`src/rtl/fpu_result_queue.sv`:
```
// fpu_result_queue: first-word-fall-through queue of completed FPU results.
// It keeps accrued exception flags (fflags), a sticky overflow indicator for
// dropped results, and an occupancy-based service request.
// Optional feature: define FPU_RQ_TIMESTAMP_EN to stamp each entry with a
// free-running 16-bit cycle count, presented on rd_ts.
module fpu_result_queue #(
  parameter int unsigned DEPTH      = 8,
  parameter int unsigned IRQ_THRESH = 1
) (
  input  logic                     clk,
  input  logic                     rst,
  input  logic                     res_valid,
  input  logic [31:0]              res_data,
  input  logic [4:0]               res_exc,
  input  logic [10:0]              res_opsel,
  input  logic                     rd_en,
  input  logic                     flags_clr,
  output logic                     rd_valid,
  output logic [31:0]              rd_data,
  output logic [4:0]               rd_exc,
  output logic [3:0]               rd_unit,
  output logic [$clog2(DEPTH):0]   count,
  output logic                     full,
  output logic                     empty,
  output logic [4:0]               flags,
  output logic                     overflow,
`ifdef FPU_RQ_TIMESTAMP_EN
  output logic [15:0]              rd_ts,
`endif
  output logic                     irq
);

  localparam int unsigned AW = $clog2(DEPTH);
  localparam int unsigned CW = AW + 1;
`ifdef FPU_RQ_TIMESTAMP_EN
  localparam int unsigned EW = 57;
`else
  localparam int unsigned EW = 41;
`endif

  // Entry layout, low to high: unit[3:0], exc[8:4], data[40:9], optional ts[56:41].
  logic [EW-1:0] mem [DEPTH];

  logic [AW-1:0] wr_ptr_q, wr_ptr_d;
  logic [AW-1:0] rd_ptr_q, rd_ptr_d;
  logic [CW-1:0] count_q, count_d;
  logic [4:0]    flags_q, flags_d;
  logic          overflow_q, overflow_d;

  logic          push, pop, drop;
  logic          is_full, is_empty;
  logic [3:0]    unit_enc;
  logic [EW-1:0] new_entry;
  logic [EW-1:0] head_entry;

`ifdef FPU_RQ_TIMESTAMP_EN
  logic [15:0] ts_q;

  // Free-running cycle counter; wraps naturally at 16 bits.
  always_ff @(posedge clk) begin
    if (rst) ts_q <= '0;
    else     ts_q <= ts_q + 16'd1;
  end
`endif

  // Lowest set bit of the one-hot select wins; no bit set encodes 4'hF.
  always_comb begin
    unit_enc = 4'hF;
    for (int i = 10; i >= 0; i--) begin
      if (res_opsel[i]) unit_enc = 4'(i);
    end
  end

  // Queue control: a pop while full frees the slot the same-cycle push uses.
  always_comb begin
    is_full  = (count_q == CW'(DEPTH));
    is_empty = (count_q == '0);
    push     = res_valid && (!is_full || rd_en);
    pop      = rd_en && !is_empty;
    drop     = res_valid && is_full && !rd_en;
`ifdef FPU_RQ_TIMESTAMP_EN
    new_entry = {ts_q, res_data, res_exc, unit_enc};
`else
    new_entry = {res_data, res_exc, unit_enc};
`endif
  end

  // Next-state for pointers, occupancy and sticky status.
  always_comb begin
    wr_ptr_d   = wr_ptr_q;
    rd_ptr_d   = rd_ptr_q;
    count_d    = count_q;
    flags_d    = flags_q;
    overflow_d = overflow_q;

    if (push) wr_ptr_d = wr_ptr_q + AW'(1);
    if (pop)  rd_ptr_d = rd_ptr_q + AW'(1);

    unique case ({push, pop})
      2'b10:   count_d = count_q + CW'(1);
      2'b01:   count_d = count_q - CW'(1);
      default: count_d = count_q;
    endcase

    // A clear in the same cycle as a new result keeps only that result's status.
    if (flags_clr) begin
      flags_d    = res_valid ? res_exc : 5'b0;
      overflow_d = drop;
    end else begin
      if (res_valid) flags_d = flags_q | res_exc;
      if (drop)      overflow_d = 1'b1;
    end
  end

  // Control state registers with synchronous reset.
  always_ff @(posedge clk) begin
    if (rst) begin
      wr_ptr_q   <= '0;
      rd_ptr_q   <= '0;
      count_q    <= '0;
      flags_q    <= '0;
      overflow_q <= 1'b0;
    end else begin
      wr_ptr_q   <= wr_ptr_d;
      rd_ptr_q   <= rd_ptr_d;
      count_q    <= count_d;
      flags_q    <= flags_d;
      overflow_q <= overflow_d;
    end
  end

  // Storage array; contents are left untouched by reset.
  always_ff @(posedge clk) begin
    if (!rst && push) mem[wr_ptr_q] <= new_entry;
  end

  // Head presentation and status outputs, all from registered state.
  always_comb begin
    head_entry = is_empty ? '0 : mem[rd_ptr_q];
    rd_valid   = !is_empty;
    rd_unit    = head_entry[3:0];
    rd_exc     = head_entry[8:4];
    rd_data    = head_entry[40:9];
`ifdef FPU_RQ_TIMESTAMP_EN
    rd_ts      = head_entry[56:41];
`endif
    count      = count_q;
    full       = is_full;
    empty      = is_empty;
    flags      = flags_q;
    overflow   = overflow_q;
    irq        = (count_q >= CW'(IRQ_THRESH)) | overflow_q;
  end

endmodule

```
`config.mk`:
```
export PLATFORM = sky130hd
export DESIGN_NAME = fpu_result_queue
export DESIGN_NICKNAME = d
export VERILOG_FILES = /design/src/rtl/fpu_result_queue.sv
export SDC_FILE = /design/constraint.sdc
export NUM_CORES = 1
export LEC_CHECK = 0
export CELL_PAD_IN_SITES_DETAIL_PLACEMENT = 2
export CELL_PAD_IN_SITES_GLOBAL_PLACEMENT = 2
export CORE_ASPECT_RATIO = 0.8
export CORE_MARGIN = 10
export CORE_UTILIZATION = 41
export CTS_CLUSTER_SIZE = 16
export DETAILED_ROUTE_END_ITERATION = 16
export HOLD_SLACK_MARGIN = 0.05
export PLACE_DENSITY_LB_ADDON = 0.1
export SYNTH_ARGS = -nofsm -noshare
export SYNTH_HDL_FRONTEND = slang
export SYNTH_SLANG_ARGS = --single-unit
```
`constraint.sdc`:
```
create_clock -name clk -period 6.06 [get_ports clk]
set_input_delay 0.606 -clock clk [delete_from_list [all_inputs] [get_ports clk]]
set_output_delay 0.606 -clock clk [all_outputs]
set_load 0.02 [all_outputs]
```
==> flow_summary.json <==
{
  "placed_cells": 1108,
  "fp.dieH_um": 180,
  "synth.ff_latch_count": 347,
  "final_antenna_net_count": 0,
  "clkLatencyLatePin_ns": 0.53,
  "net-switching-power_uw": 1870,
  "place.detailed.hpwl_um": 20300,
  "cell_leakage_power_uw": 0.00505,
  "global_route.usage.met2_pct": 27.0,
  "die-area_um2": 39800,
  "ir_worst_vdd_mv": 0.284,
  "filler_cell_count": 2741,
  "routed_wirelength_um": 33000,
  "critPathRequiredTime_ns": 5.45,
  "route.detailed.wl_per_inst_um": 28.2,
  "post_synth_edffs": 328,
  "relSlewSlack_pct": 30.2,
  "drt_pre_antenna_iters": 6,
  "number_of_failing_setup_endpoints_in_the_final_timing_report": 0,
  "area_growth_pct": 20.6,
  "drc_errors": 0,
  "cts_tree": "yes",
  "ys_top_cells_by_area": "sky130_fd_sc_hd__edfxtp_1 (75%), sky130_fd_sc_hd__mux4_2 (14%), sky130_fd_sc_hd__dfxtp_1 (2.9%)",
  "most_frequently_used_flop_master_after_synthesis": "sky130_fd_sc_hd__edfxtp_1",
  "post_cts_buffers": 0,
  "standard_cell_rows": 58,
  "syn-cell-area_um2": 13200,
  "antenna_found_initial": 2,
  "grt_use_total_pct": 16.7,
  "yosysTopAreaCellShare_pct": 74.6,
  "post-route-min-period_ns": 4.24,
  "cts.reportedPaths.clkPinSlew_ns": 0.06,
  "arrival_ns": 3.63,
  "max_freq_mhz": 236,
  "final_min_period_over_clock_period_pct": 69.9,
  "power.clock.fraction_pct": 31.3,
  "timing.critical_path.to_type": "output port",
  "rsz0062_at_grt": "no",
  "seq_area_frac_synth_pct": 77.5,
  "clock-sinks": 347,
  "post-route-util_pct": 50.4,
  "hold_viol": 0,
  "global_route.overflow_total": 0,
  "worst_hold_path_type": "reg -> reg",
  "dpl-instance-area_um2": 14800,
  "global_route.usage.met1_pct": 22.7,
  "synth.net_count": 654,
  "worst-setup-path-type": "reg -> out",
  "first_global_vias": 7513,
  "timing.critical_path.fanout_max": 28,
  "synth.lib_cells_used.distinct": 36,
  "cts-buffers-inserted": 36,
  "yosysWarningCount": 0,
  "post_syn_area_per_cell_um2": 22.2,
  "cts_htree_levels": 2,
  "grt_max_degree": 58,
  "max_root_sink_buffers": 3,
  "first_iter_violations": 451,
  "io_pins": 108,
  "number_of_cells_on_the_worst_reg_to_reg_path": 6,
  "final_layout_size_suffix_gt1_share_pct": 21.4,
  "timing_worst_slew_pin_value_ns": 1.04,
  "p_int_uw": 4760,
  "final_max_slew_viol_count": 0,
  "die_w_um": 221,
  "place_congestion": 0.706,
  "tns_ns": 0,
  "grt_pass1_wl_um": 50200,
  "postLayoutCellArea_um2": 15900,
  "ff_latch_area_um2": 10200,
  "grt_util_met3_pct": 3.83,
  "status": "finished clean",
  "coreArea_um2": 31600,
  "whs_path_depth": 2,
  "syn-instance-count": 595,
  "cts_root_buffer": "sky130_fd_sc_hd__clkbuf_16",
  "finClkSkew_ns": 0.0206,
  "post_layout_nonfiller_instances": 1170,
  "via_per_inst": 5.52,
  "maxCapViolations": 0,
  "power_frac_seq_pct": 42.4,
  "io_buffers": 107,
  "power_density_nw_per_um2": 417,
  "power.share.combinational_pct": 26.3,
  "starting_density_pct": 41.8,
  "worstSetupStartpointType": "flop",
  "power_switching_share_pct": 28.2,
  "gr-max-usage-layer": "met2",
  "cts_resized": 0,
  "num-nets-final": 785,
  "synth_largest_area_cell": "sky130_fd_sc_hd__edfxtp_1",
  "route.vias.total": 6458,
  "asyncSetResetFlopFracSynth_pct": 0,
  "multi_input_comb_area_um2": 2820,
  "hold_buf_cts": 0
}
[worst max-delay path, cell delays in order, from the launching register on]
cell                              delay [ns]
sky130_fd_sc_hd__dfxtp_1                0.46
sky130_fd_sc_hd__inv_1                  0.08
sky130_fd_sc_hd__ha_1                   0.24
sky130_fd_sc_hd__or3b_1                 0.34
sky130_fd_sc_hd__inv_1                  0.14
sky130_fd_sc_hd__nor2_4                 0.40
sky130_fd_sc_hd__buf_4                  0.50
sky130_fd_sc_hd__a22o_1                 0.31
sky130_fd_sc_hd__clkdlybuf4s50_1        0.64
[per-stage QoR]
| step | total power, uW | setup slack (ns) | hold WS [ns] |
|---|---|---|---|
| final | 6630 | 1.82 | 0.489 |
| after global routing | 6930 | 1.58 | 0.540 |
| after CTS | 6740 | 1.72 | 0.489 |
| after detailed placement | 4650 | 2.27 | 0.477 |
| after global placement | 4610 | 2.44 | 0.458 |
| after floorplan | 3890 | 0.220 | 0.454 |
[cells in the mapped netlist (6+ instances only)]
| master | n |
|---|---|
| sky130_fd_sc_hd__a21oi_1 | 7 |
| sky130_fd_sc_hd__a22o_1 | 41 |
| sky130_fd_sc_hd__a22oi_1 | 6 |
| sky130_fd_sc_hd__buf_2 | 11 |
| sky130_fd_sc_hd__buf_6 | 6 |
| sky130_fd_sc_hd__clkbuf_1 | 13 |
| sky130_fd_sc_hd__dfxtp_1 | 19 |
| sky130_fd_sc_hd__edfxtp_1 | 328 |
| sky130_fd_sc_hd__ha_1 | 6 |
| sky130_fd_sc_hd__inv_1 | 8 |
| sky130_fd_sc_hd__mux4_2 | 82 |
| sky130_fd_sc_hd__nor2_1 | 21 |
[final cells by class]
cell class,instances,share of cell area [%]
Antenna cell,1,0.0157
Clock buffer,48,6.08
Clock inverter,13,0.723
Inverter,8,0.189
Multi-Input combinational cell,208,17.7
Sequential cell,347,64.3
Tap cell,420,3.30
Timing Repair Buffer,125,7.66
[path summary, 6_finish.rpt]
kind / start / endpoint / slack (ns)
setup / recovery: count[0]$_SDFFE_PP0P_ / rd_data[14] / 1.82
hold / removal: rd_ptr_q[1]$_SDFFE_PP0P_ / flop / 0.49
setup reg to reg: count[0]$_SDFFE_PP0P_ / mem[7][11]$_DFFE_PP_ / 3.02
hold reg to reg: rd_ptr_q[1]$_SDFFE_PP0P_ / flop / 0.49
[metal layers]
| metal | vias up | share of wire [%] |
|---|---|---|
| met2 | 157 | 50 |
| met3 | 36 | 6.3 |
| li1 | 2771 | - |
| met4 | 2 | 1.4 |
| met5 | - | 0.039 |
| met1 | 3492 | 43 |
[state kept, by name, summed over array words and instances (netlist names), named ones only]
register  flops
overflow      1
count         4
mem         328
rd_ptr_q      3
wr_ptr_q      3
flags         5
[power groups by stage]
| stage | logic, uW | clock network, uW | registers, uW |
|---|---|---|---|
| 2_1_floorplan | 1120 | 0 | 2770 |
| 4_1_cts | 1790 | 2130 | 2820 |
| 3_3_place_gp | 1750 | 0 | 2860 |
| 5_1_grt | 1860 | 2230 | 2830 |
| 3_5_place_dp | 1770 | 0 | 2870 |
| 6_report | 1740 | 2080 | 2810 |
[placed cells by master (no fill, tap or decap), types with 4 or more instances in the layout]
master	netlist	final
sky130_fd_sc_hd__a21oi_1	7	7
sky130_fd_sc_hd__mux4_2	82	82
sky130_fd_sc_hd__a22oi_1	6	6
sky130_fd_sc_hd__buf_4	0	17
sky130_fd_sc_hd__clkbuf_16	0	37
sky130_fd_sc_hd__nand2_1	4	4
sky130_fd_sc_hd__xor2_1	5	5
sky130_fd_sc_hd__clkdlybuf4s50_1	0	107
sky130_fd_sc_hd__clkinv_2	0	5
sky130_fd_sc_hd__clkinv_1	0	4
sky130_fd_sc_hd__clkbuf_1	13	11
sky130_fd_sc_hd__edfxtp_1	328	328
sky130_fd_sc_hd__inv_1	8	8
sky130_fd_sc_hd__a22o_1	41	41
sky130_fd_sc_hd__ha_1	6	6
sky130_fd_sc_hd__dfxtp_1	19	17
sky130_fd_sc_hd__nor2_1	21	18
[cells by family (layout without fill, tap and decap cells)]
kind of cell	count (synthesis)	count (layout)	share of synthesized area [%]
AOI/OAI and AO/OA	61	61	3.70
other	0	1	0
buffers and inverters	40	194	1.59
adders and majority gates	6	6	0.569
DFF	347	347	77.5
and+or+nand+nor	51	51	2.07
muxes	84	84	14.1
xor gates and xnor gates	6	6	0.398
Power figures use the tool's default switching activity.
